`config.mk`:
```
export PLATFORM = sky130hd
export DESIGN_NAME = outbuf_cell
export DESIGN_NICKNAME = d
export VERILOG_FILES = /design/src/rtl/outbuf_cell.sv
export SDC_FILE = /design/constraint.sdc
export NUM_CORES = 1
export LEC_CHECK = 0
export CAP_MARGIN = 0
export CORE_MARGIN = 3
export CORE_UTILIZATION = 40
export DETAILED_ROUTE_END_ITERATION = 10
export PLACE_DENSITY = 0.9
export SYNTH_ARGS = -nofsm -noshare
export SYNTH_HDL_FRONTEND = slang
export SYNTH_SLANG_ARGS = --single-unit
export TNS_END_PERCENT = 100
```
`constraint.sdc`:
```
create_clock -name clk -period 2.1 [get_ports clk]
set_clock_uncertainty 0.05 [all_clocks]
set_input_delay 0.42 -clock clk [delete_from_list [all_inputs] [get_ports clk]]
set_output_delay 0.42 -clock clk [all_outputs]
set_load 0.05 [all_outputs]
```
`src/rtl/outbuf_cell.sv`:
```
// -----------------------------------------------------------------------------
// outbuf_cell
//   Single-flit output buffer at a router output port. This is the transmit end
//   of the so/ro/dout link handshake. The crossbar loads a flit during the
//   internal phase. The cell offers that flit downstream during the external
//   phase, and it empties when downstream accepts the flit with ro. If the
//   crossbar enqueues while the cell is full, the flit is dropped and the
//   sticky ovf flag is raised.
//
//   Optional feature macro: OUTBUF_STATS_EN
//     Defining this macro adds the CNT_W parameter, the sent_cnt port and a
//     wrapping transfer counter.
//
// Ports
//   clk             in   1        rising-edge clock
//   reset           in   1        asynchronous active-low reset
//   phase_external  in   1        link phase, cell may transmit
//   phase_internal  in   1        core phase, crossbar may load
//   enq             in   1        crossbar enqueue strobe
//   d               in   DATA_W   flit from crossbar
//   full            out  1        cell holds a flit
//   so              out  1        send-out to downstream
//   ro              in   1        ready-out from downstream
//   dout            out  DATA_W   flit to downstream
//   ovf             out  1        sticky overflow flag
//   sent_cnt        out  CNT_W    transmitted flit count (OUTBUF_STATS_EN)
//
// State table
//   EMPTY | no flit held, a load is accepted in the internal phase
//   FULL  | flit held and offered in the external phase until ro
// -----------------------------------------------------------------------------
module outbuf_cell #(
    parameter int DATA_W = 64
`ifdef OUTBUF_STATS_EN
    ,
    parameter int CNT_W = 16
`endif
) (
    input  logic              clk,
    input  logic              reset,
    input  logic              phase_external,
    input  logic              phase_internal,
    input  logic              enq,
    input  logic [DATA_W-1:0] d,
    output logic              full,
    output logic              so,
    input  logic              ro,
    output logic [DATA_W-1:0] dout,
    output logic              ovf
`ifdef OUTBUF_STATS_EN
    ,
    output logic [CNT_W-1:0]  sent_cnt
`endif
);

    typedef enum logic {
        EMPTY = 1'b0,
        FULL  = 1'b1
    } state_t;

    state_t            state_q;
    state_t            state_d;
    logic [DATA_W-1:0] storage_q;
    logic              ovf_q;
    logic              ext_ok;
    logic              int_ok;
    logic              load;
    logic              ovf_set;

    // If both phases are high, or both are low, the cell simply holds.
    assign ext_ok = phase_external & ~phase_internal;
    assign int_ok = phase_internal & ~phase_external;

    // so depends only on the state and the phase. There is no path from ro to so.
    assign full = (state_q == FULL);
    assign so   = full & ext_ok;
    assign dout = storage_q;
    assign ovf  = ovf_q;

    always_ff @(posedge clk or negedge reset) begin
        if (!reset) begin
            state_q <= EMPTY;
        end else begin
            state_q <= state_d;
        end
    end

    always_comb begin
        state_d = state_q;
        load    = 1'b0;
        ovf_set = 1'b0;
        unique case (state_q)
            EMPTY: begin
                if (int_ok && enq) begin
                    state_d = FULL;
                    load    = 1'b1;
                end
            end
            FULL: begin
                if (so && ro) begin
                    state_d = EMPTY;
                end else if (int_ok && enq) begin
                    ovf_set = 1'b1;
                end
            end
            default: state_d = EMPTY;
        endcase
    end

    // On a transfer the storage keeps its value, so dout stays stable after the send.
    always_ff @(posedge clk or negedge reset) begin
        if (!reset) begin
            storage_q <= '0;
        end else if (load) begin
            storage_q <= d;
        end
    end

    always_ff @(posedge clk or negedge reset) begin
        if (!reset) begin
            ovf_q <= 1'b0;
        end else if (ovf_set) begin
            ovf_q <= 1'b1;
        end
    end

`ifdef OUTBUF_STATS_EN
    logic             xfer;
    logic [CNT_W-1:0] cnt_q;

    assign xfer     = so & ro;
    assign sent_cnt = cnt_q;

    always_ff @(posedge clk or negedge reset) begin
        if (!reset) begin
            cnt_q <= '0;
        end else if (xfer) begin
            cnt_q <= cnt_q + 1'b1;
        end
    end
`endif

endmodule

```
==> reports/results.ini <==
[synth]
synthXorXnorAreaFrac_pct=0
syn_area_per_cell_sq_um=19.1
ys_ff_latch=66
synth.net_count=216
ys_types=10
synthSimpleGateAreaFrac_pct=1.43
synth.top_cell.area_share_pct=59.2
syn-cell-area_sq_um=2790
synth_compound_area_share_pct=0.493
seq_area_frac_synth_pct=59.2
synthAdderAreaFrac_pct=0
synth_top_area_cell=dfrtp_1
yosys-top-cells-area=dfrtp_1, mux2_4, buf_12
synth.area.mux_share_pct=33.9
syn-instance-count=146
ys_warn_count=0
synth_top_family_by_area=multiplexers

[global_route]
grt_usage_pct=15.7
antenna_found_initial=0
gr-total-overflow=0
grt_pass1_wl_um=9470
grt_start_max_net_pins=67
grt_pass1_vias=1908

[sta]
grt_setup_unrepaired=no
setup-tns-final_ns=0
worst_pin_slew_ns=0.529
drv_slew=0
finalSetupViolations=0
relSlewSlack_pct=64.6
finalHoldViolations=0
fmax_ghz=0.504
fin_crit_sh_pct=94.4
period_minus_slack_ns=1.98

[clocking]
cts_made_buffers=9
clk_pin_slew_ns=0.06
cts_htree_levels=3
cts_tree=done
cts-root-buf=clkbuf_8
clkSinkCount=66
cts_setup_buffers=0
cts_buffer_depth=2
cts-resized-gates=0
cts_hold_buf=0
insertion_delay_ns=0.32

[place]
portBuffers=136
globalplace.congestion=0.717
dpl.hpwl_um=4480

[final_layout]
drive_gt1_share_pct=27.6
post-route-util_pct=66.6
fin_nets=362
area_growth_pct=56.6
num_antenna_cells=0
multi_input_area_sq_um=1000
fill_cells=469
seq_area_sq_um=1650

[job]
cap_viol_max_count=0

[die]
core_sq_um=6570
fp.dieH_um=89.5
io_pins=137
dieArea_sq_um=8020
die_w_um=89.5
initial_utilization_pct=42.5
rows=29

[route]
num_vias=1729
antenna_left=0
wl_um=6090
detail_route.wl_per_cell_um=15.7
route.detailed.drc=0
vias_per_cell=4.47
firstDrtPassIters=4
dr.first_iter.drc_count=37

[critical_path]
critical_path.max_stage_delay_ns=0.82
crit_buf_inv=1
crit_family=buffers and inverters
critPathSlowestCell=clkdlybuf4s50_1
start_kind=flop
worstPathCellList=clkdlybuf4s50_1
crit_path_end_kind=output port
worst-setup-path-type=flop to output port
required_ns=1.63
critPathMaxFanout=2
worst_ep_arrival_time_ns=1.51

[power_and_ir_drop]
vdd.ir_drop.worst_uv=585
p_total_mw=5.07
p_leak_nw=1.90
powerDensity_nw_per_um2=1160

[min_path]
hold_class=input port to async pin

[run_status]
status=finished clean

power by group:
group | internal [mW] | switching (mW)
Sequential | 1.59 | 0.186
Clock | 0.408 | 0.413
Combinational | 1.04 | 1.44
routing by layer:
metal / vias to the layer above / share of wire [%] / wire length [um] / GRT usage, %
met1: 827 / 42 / 2550 / 19.9
met5: - / 0 / 0 / 0
met3: 10 / 11 / 648 / 6.36
met2: 92 / 46 / 2800 / 23.7
li1: 800 / - / - / -
met4: 0 / 1.6 / 95 / 6.77
final timing paths:
check / start / end / slack (ns) / cells past startpoint
max in group asynchronous: reset / dout[52] / 1.66 / 2
min: reset / dout[0] / 0.06 / 2
max reg2reg: full / dout[54] / 0.55 / 3
max: dout[32] / dout[32] / 0.12 / 1
min reg2reg: ovf / ovf / 0.43 / 1
min in group clk: ovf / ovf / 0.43 / 1
synth_stat cells (all sizes together):
master  count
buf         7
nand2       2
dfrtp      66
nor2        3
mux2       64
a21oi       1
nor2b       1
and3b       1
a31o        1
stage by stage:
stage	cells	hold slack, ns	worst slack (ns)	area, sq um
3_3_place_gp	374	0.406	0.0561	4230
4_1_cts	387	0.0628	0.0403	4370
2_1_floorplan	146	0.0744	0.208	2790
6_report	387	0.0563	0.118	4370
3_5_place_dp	374	0.411	0.0160	4230
5_1_grt	387	0.0746	0.0621	4370
flip-flops by register name, summed over array words and instances, names as in the netlist:
| name | cells |
|---|---|
| full | 1 |
| ovf | 1 |
| dout | 64 |
placed cells by master, fill, tap and decap left out, drive strengths merged:
cell / count
a21oi: 1
a31o: 1
and3b: 1
buf: 8
clkbuf: 12
clkdlybuf4s50: 133
clkinv: 1
dfrtp: 66
dlymetal6s2s: 1
mux2: 64
nand2: 2
nor2: 3
nor2b: 1
worst register-to-register path, delay by kind of cell, from the launching register on:
kind                   cells  cell delay (ns)
multiplexers               1             0.34
buffers and inverters      1             0.22
flip-flops                 1             0.43
AND/OR/NAND/NOR            1             0.40
area by class of cell:
| class | count | share of cell area [%] |
|---|---|---|
| multi-input cells | 73 | 22.9 |
| repair buffers | 142 | 33.5 |
| clock buffers | 12 | 3.09 |
| clock inverters | 1 | 0.114 |
| well taps | 93 | 2.66 |
| flip-flops and latches | 66 | 37.8 |
kinds of logic (layout without fill, tap and decap cells):
group	Yosys count	after routing
buffers and inverters	7	155
DFF	66	66
and+or+nand+nor	7	7
AOI/OAI and AO/OA	2	2
muxes	64	64
Power figures use the tool's default switching activity.
